File: src/rtl/instr_seq_pkg.sv
// Shared definitions for the instruction sequencer and its decoder.
// Holds the opcode map (ir[7:4]) and the FSM state encoding.
package instr_seq_pkg;

  localparam int N_OPS = 16;

  localparam logic [3:0] OP_NOP  = 4'h0;
  localparam logic [3:0] OP_HALT = 4'h1;
  localparam logic [3:0] OP_IN   = 4'h2;
  localparam logic [3:0] OP_OUT  = 4'h3;
  localparam logic [3:0] OP_MOVA = 4'h4;
  localparam logic [3:0] OP_MOVB = 4'h5;
  localparam logic [3:0] OP_MOVC = 4'h6;
  localparam logic [3:0] OP_JMP  = 4'h7;
  localparam logic [3:0] OP_JZ   = 4'h8;
  localparam logic [3:0] OP_ADD  = 4'h9;
  localparam logic [3:0] OP_SUB  = 4'hA;
  localparam logic [3:0] OP_AND  = 4'hB;
  localparam logic [3:0] OP_NOT  = 4'hC;
  localparam logic [3:0] OP_RSR  = 4'hD;
  localparam logic [3:0] OP_RSL  = 4'hE;
  localparam logic [3:0] OP_JC   = 4'hF;

  typedef enum logic [1:0] {
    ST_IDLE   = 2'd0,
    ST_FETCH  = 2'd1,
    ST_EXEC   = 2'd2,
    ST_HALTED = 2'd3
  } state_t;

endpackage

File: src/rtl/op_decode.sv
// Combinational opcode decoder.
// Ports:
//   op    in  4   opcode (ir[7:4])
//   lines out 16  one-hot instruction lines, bit index == opcode value
module op_decode
  import instr_seq_pkg::*;
(
  input  logic [3:0]       op,
  output logic [N_OPS-1:0] lines
);

  assign lines[OP_NOP]  = (op == OP_NOP);
  assign lines[OP_HALT] = (op == OP_HALT);
  assign lines[OP_IN]   = (op == OP_IN);
  assign lines[OP_OUT]  = (op == OP_OUT);
  assign lines[OP_MOVA] = (op == OP_MOVA);
  assign lines[OP_MOVB] = (op == OP_MOVB);
  assign lines[OP_MOVC] = (op == OP_MOVC);
  assign lines[OP_JMP]  = (op == OP_JMP);
  assign lines[OP_JZ]   = (op == OP_JZ);
  assign lines[OP_ADD]  = (op == OP_ADD);
  assign lines[OP_SUB]  = (op == OP_SUB);
  assign lines[OP_AND]  = (op == OP_AND);
  assign lines[OP_NOT]  = (op == OP_NOT);
  assign lines[OP_RSR]  = (op == OP_RSR);
  assign lines[OP_RSL]  = (op == OP_RSL);
  assign lines[OP_JC]   = (op == OP_JC);

endmodule

File: src/rtl/instr_seq.sv
// Instruction sequencer: fetch/execute phase FSM with one-hot instruction
// line generation and a saturating retired-instruction counter.
//
// state  | meaning
// IDLE   | paused, waiting for run=1
// FETCH  | one-cycle fetch phase, ir loads externally on exit edge
// EXEC   | decoded line active; IN/OUT stall until handshake
// HALTED | after HALT; only reset leaves
//
// Ports:
//   clk, rst_n          clock, synchronous active-low reset
//   run                 1 = keep sequencing, 0 = pause at instruction boundary
//   ir[7:0]             instruction register (opcode in [7:4])
//   in_valid, out_ready IN/OUT handshakes
//   sm                  0 = fetch phase, 1 = execute phase
//   nop..jc             one-hot instruction lines
//   busy, halted        status
//   icount              retired-instruction count, saturating
module instr_seq
  import instr_seq_pkg::*;
#(
  parameter int ICNT_W = 16
) (
  input  logic              clk,
  input  logic              rst_n,
  input  logic              run,
  input  logic [7:0]        ir,
  input  logic              in_valid,
  input  logic              out_ready,
  output logic              sm,
  output logic              nop,
  output logic              halt,
  output logic              in1,
  output logic              out1,
  output logic              mova,
  output logic              movb,
  output logic              movc,
  output logic              jmp,
  output logic              jz,
  output logic              add,
  output logic              sub,
  output logic              and1,
  output logic              not1,
  output logic              rsr,
  output logic              rsl,
  output logic              jc,
  output logic              busy,
  output logic              halted,
  output logic [ICNT_W-1:0] icount
);

  state_t           state_q;
  state_t           state_d;
  logic [3:0]       op;
  logic [N_OPS-1:0] dec_lines;
  logic [N_OPS-1:0] line_vec;
  logic [N_OPS-1:0] halt_only;
  logic             done;
  logic             retire;
  logic             unused_ir_low;

  assign op            = ir[7:4];
  assign unused_ir_low = ^ir[3:0];
  assign halt_only     = {{(N_OPS-1){1'b0}}, 1'b1} << OP_HALT;

  op_decode u_dec (
    .op    (op),
    .lines (dec_lines)
  );

  // IN and OUT wait on their handshake; everything else finishes in one cycle.
  always_comb begin
    done = 1'b1;
    if (op == OP_IN) begin
      done = in_valid;
    end else if (op == OP_OUT) begin
      done = out_ready;
    end
  end

  assign retire = (state_q == ST_EXEC) && done;

  always_comb begin
    state_d = state_q;
    case (state_q)
      ST_IDLE: begin
        if (run) state_d = ST_FETCH;
      end
      ST_FETCH: begin
        state_d = ST_EXEC;
      end
      ST_EXEC: begin
        // run is only consulted at completion, so a pause never aborts an instruction
        if (done) begin
          if (op == OP_HALT)  state_d = ST_HALTED;
          else if (run)       state_d = ST_FETCH;
          else                state_d = ST_IDLE;
        end
      end
      ST_HALTED: begin
        state_d = ST_HALTED;
      end
      default: begin
        state_d = ST_IDLE;
      end
    endcase
  end

  always_ff @(posedge clk) begin
    if (!rst_n) begin
      state_q <= ST_IDLE;
      icount  <= '0;
    end else begin
      state_q <= state_d;
      if (retire && (icount != {ICNT_W{1'b1}})) begin
        icount <= icount + {{(ICNT_W-1){1'b0}}, 1'b1};
      end
    end
  end

  // Lines depend only on registered state and ir, so they are stable per cycle.
  always_comb begin
    line_vec = '0;
    if (state_q == ST_EXEC) begin
      line_vec = dec_lines;
    end else if (state_q == ST_HALTED) begin
      line_vec = halt_only;
    end
  end

  assign sm     = (state_q == ST_EXEC) || (state_q == ST_HALTED);
  assign busy   = (state_q == ST_FETCH) || (state_q == ST_EXEC);
  assign halted = (state_q == ST_HALTED);

  assign nop  = line_vec[OP_NOP];
  assign halt = line_vec[OP_HALT];
  assign in1  = line_vec[OP_IN];
  assign out1 = line_vec[OP_OUT];
  assign mova = line_vec[OP_MOVA];
  assign movb = line_vec[OP_MOVB];
  assign movc = line_vec[OP_MOVC];
  assign jmp  = line_vec[OP_JMP];
  assign jz   = line_vec[OP_JZ];
  assign add  = line_vec[OP_ADD];
  assign sub  = line_vec[OP_SUB];
  assign and1 = line_vec[OP_AND];
  assign not1 = line_vec[OP_NOT];
  assign rsr  = line_vec[OP_RSR];
  assign rsl  = line_vec[OP_RSL];
  assign jc   = line_vec[OP_JC];

endmodule

File: config.mk
export PLATFORM = sky130hd
export DESIGN_NAME = instr_seq
export DESIGN_NICKNAME = d
export VERILOG_FILES = /design/src/rtl/instr_seq_pkg.sv /design/src/rtl/op_decode.sv /design/src/rtl/instr_seq.sv
export SDC_FILE = /design/constraint.sdc
export NUM_CORES = 1
export LEC_CHECK = 0
export ABC_CLOCK_PERIOD_IN_PS = 4490
export BUFFER_PORTS_ARGS = -buffer_cell sky130_fd_sc_hd__buf_2
export CORE_MARGIN = 2
export CORE_UTILIZATION = 49
export CTS_BUF_LIST = sky130_fd_sc_hd__clkbuf_8
export CTS_CLUSTER_DIAMETER = 60
export DETAILED_ROUTE_END_ITERATION = 7
export PLACE_DENSITY = 0.75
export SLEW_MARGIN = 20
export SYNTH_ARGS = -nofsm -noshare
export SYNTH_HDL_FRONTEND = slang
export SYNTH_HIERARCHICAL = 1
export SYNTH_SLANG_ARGS = --single-unit
File: constraint.sdc
create_clock -name clk -period 4.49 [get_ports clk]
set_input_delay 1.1225 -clock clk [delete_from_list [all_inputs] [get_ports clk]]
set_output_delay 1.1225 -clock clk [all_outputs]
set_load 0.01 [all_outputs]
==> results.json <==
{
  "end_kind": "output pin",
  "cp.required_ns": 3.37,
  "postCtsResizedCells": 0,
  "clk-insertion-delay-late_ns": 0.25,
  "io_pins": 48,
  "yosys-top-cells-count": "dfxtp_1 (18), and2_1 (15), a21oi_1 (11)",
  "setup_viol": 0,
  "synth_most_common_cell": "dfxtp_1",
  "seq_area_frac_synth_pct": 25.4,
  "place.gp.congestion": 0.745,
  "worstSetupStartpoint": "ir[7]",
  "synth_top_area_cell": "dfxtp_1",
  "r2r-start": "state_q[0]$_SDFFE_PN0P_",
  "place_ws_ns": 1.41,
  "p_leak_nw": 0.697,
  "synthAdderAreaFrac_pct": 4.42,
  "switching_share_pct": 29.0,
  "clock-sinks": 18,
  "slew_headroom_pct": 64.6,
  "synth.mux.area_fraction_pct": 5.74,
  "netlist_instances": 161,
  "crit_fanout": 18,
  "hold_viol_final": 0,
  "firstDrtPassIters": 4,
  "synthTopCellsByArea": "dfxtp_1 (25%), and2_1 (6.6%), mux2i_1 (4.9%)",
  "vias": 1375,
  "post_drt_wl_per_cell_um": 14.1,
  "routed_wl_mm": 3.20,
  "dp_hpwl_mm": 2.23,
  "synth_top_area_share_pct": 25.4,
  "ys_warn_count": 6,
  "crit_chain": "buf_2 -> and4bb_2 -> and2_1 -> buf_2",
  "synth-compound-area-share_pct": 13.2,
  "min_from": "icount[15]$_SDFFE_PN0P_",
  "finalCriticalPeriod_ns": 3.08,
  "hold_buffers": 0,
  "ys_seq_elements": 18,
  "start_util_pct": 51.4,
  "layout-drive-gt1-share_pct": 31.1,
  "synth_nets": 179,
  "critPathKind": "primary input to output pin",
  "core_um2": 2760,
  "maxSlewViolCount": 0,
  "syn_area_um2": 1420,
  "die-area_um2": 3340,
  "p_clk_share_pct": 31.9,
  "internal_power_mw": 0.253,
  "p_sw_mw": 0.103,
  "cp_common_cell": "buf_2",
  "arrival_ns": 1.96,
  "synth-xor-area-share_pct": 0,
  "rsz0062_at_grt": "no",
  "grt_pass1_vias": 1140,
  "fin_nets": 216,
  "grt_pass1_wl_mm": 5.11,
  "p_per_area_nw_per_um2": 218,
  "clock_path_buffers": 2,
  "num-fill-cells": 257,
  "pwr-share-comb_pct": 20.5,
  "fmax_ghz": 0.324,
  "grt_max_degree": 23,
  "fin_hold_ws_ns": 0.506,
  "worst_pin_slew_ns": 0.531,
  "synth_top_family_by_area": "simple AND/OR/NAND/NOR gates",
  "viasPerCell": 6.06,
  "antenna-diode-count": 0,
  "cts-buffers-inserted": 3,
  "finalSetupTns_ns": 0,
  "drtIter0Drc": 63,
  "htreeDepth": 1,
  "cp-start-kind": "primary input",
  "die_x_um": 57.8,
  "cts_root_buffer": "clkbuf_8",
  "ys.flop_type": "dfxtp_1",
  "report.power.total_mw": 0.356,
  "synth-edff-count": 0,
  "ys_async_sr_fraction_pct": 0,
  "worst_slack_ns": 1.41,
  "synth_simple_gate_area_share_pct": 43.4,
  "peakVddDrop_mv": 0.170,
  "rows": 19,
  "p_seq_share_pct": 47.6,
  "die_y_um": 57.8,
  "drcViolationCount": 0,
  "fin_skew_ns": 0.00206,
  "antenna_left": 0,
  "ys_types": 44,
  "antenna_found_initial": 0,
  "post-cts-setup-buffers": 0,
  "outcome": "completed",
  "max_cap_violations": 0,
  "fin_crit_sh_pct": 68.7,
  "port_buffers": 43,
  "grt-ovfl-total": 0,
  "hp-class": "flip-flop to flip-flop",
  "area_growth_pct": 15.1,
  "path_clk_slew_ns": 0.07,
  "grt_usage_pct": 19.2,
  "cts_tree": "yes",
  "max_stage_delay_ns": 0.28,
  "avgSynthCellArea_um2": 8.80,
  "slowest_stage": "and4bb_2"
}
-- logic make-up (layout without fill, tap and decap cells) --
| logic type | Yosys count | in the layout |
|---|---|---|
| AND/OR/NAND/NOR | 84 | 84 |
| AO/OA/AOI/OAI | 28 | 28 |
| flip-flops | 18 | 18 |
| buffers and inverters | 18 | 53 |
| multiplexers | 8 | 8 |
| adder cells (fa/ha/maj) | 5 | 5 |
-- layer usage --
metal  up-vias  routed length (µm)  GRT usage (%)
li1        679                   -              -
met1       653                1410           25.4
met2        36                1570           31.8
met3         7                 169           2.01
met4         0                  60           7.97
met5         -                   0              0
-- worst max-delay path, delay by kind of cell --
| kind | cells | cell delay [ns] |
|---|---|---|
| buffers and inverters | 2 | 0.41 |
| AND/OR/NAND/NOR | 2 | 0.43 |
-- through the flow --
stage	utilization, %	instance area (µm²)	cells
2_1_floorplan	-	1420	161
3_3_place_gp	57.6	1590	224
3_5_place_dp	57.6	1590	224
4_1_cts	59.1	1630	227
5_1_grt	59.1	1630	227
6_report	59.1	1630	227
-- final cells by class --
| cell class | instances | area (µm²) | share of cell area (%) |
|---|---|---|---|
| Clock buffer | 3 | 41.3 | 2.53 |
| Inverter | 6 | 22.5 | 1.38 |
| Multi-Input combinational cell | 125 | 945 | 57.9 |
| Sequential cell | 18 | 360 | 22.1 |
| Tap cell | 31 | 38.8 | 2.38 |
| Timing Repair Buffer | 44 | 223 | 13.7 |
-- cells in the final DEF, fill, tap and decap left out, types with 3 or more instances in the layout --
| cell | instances |
|---|---|
| nand2_1 | 10 |
| and4b_1 | 4 |
| o31ai_1 | 5 |
| or4_1 | 6 |
| and4bb_1 | 4 |
| and4_1 | 3 |
| a21oi_1 | 11 |
| ha_1 | 5 |
| o21ai_0 | 3 |
| buf_2 | 43 |
| and2_1 | 15 |
| inv_1 | 6 |
| dfxtp_1 | 18 |
| nor4b_2 | 4 |
| nand2b_1 | 6 |
| clkbuf_8 | 3 |
| nand4_1 | 4 |
| nand3_1 | 7 |
| mux2i_1 | 7 |
| nor4_1 | 5 |
-- state kept, by name (all words and copies together), names as in the netlist --
name	count
state_q	2
icount	16
-- final timing paths --
check / to / slack [ns] / cells past startpoint
hold / removal: icount[15]$_SDFFE_PN0P_ / 0.51 / 2
setup reg to reg: icount[9]$_SDFFE_PN0P_ / 2.33 / 6
setup / recovery: movc / 1.41 / 4
hold reg to reg: icount[15]$_SDFFE_PN0P_ / 0.51 / 2
-- power groups by stage --
stage | clock network (mW) | logic (mW) | registers, mW
2_1_floorplan | 0 | 0.0531 | 0.172
3_3_place_gp | 0 | 0.0693 | 0.172
3_5_place_dp | 0 | 0.0728 | 0.173
4_1_cts | 0.117 | 0.0734 | 0.169
5_1_grt | 0.124 | 0.0820 | 0.170
6_report | 0.114 | 0.0732 | 0.169
(Power assumes the default switching activity.)
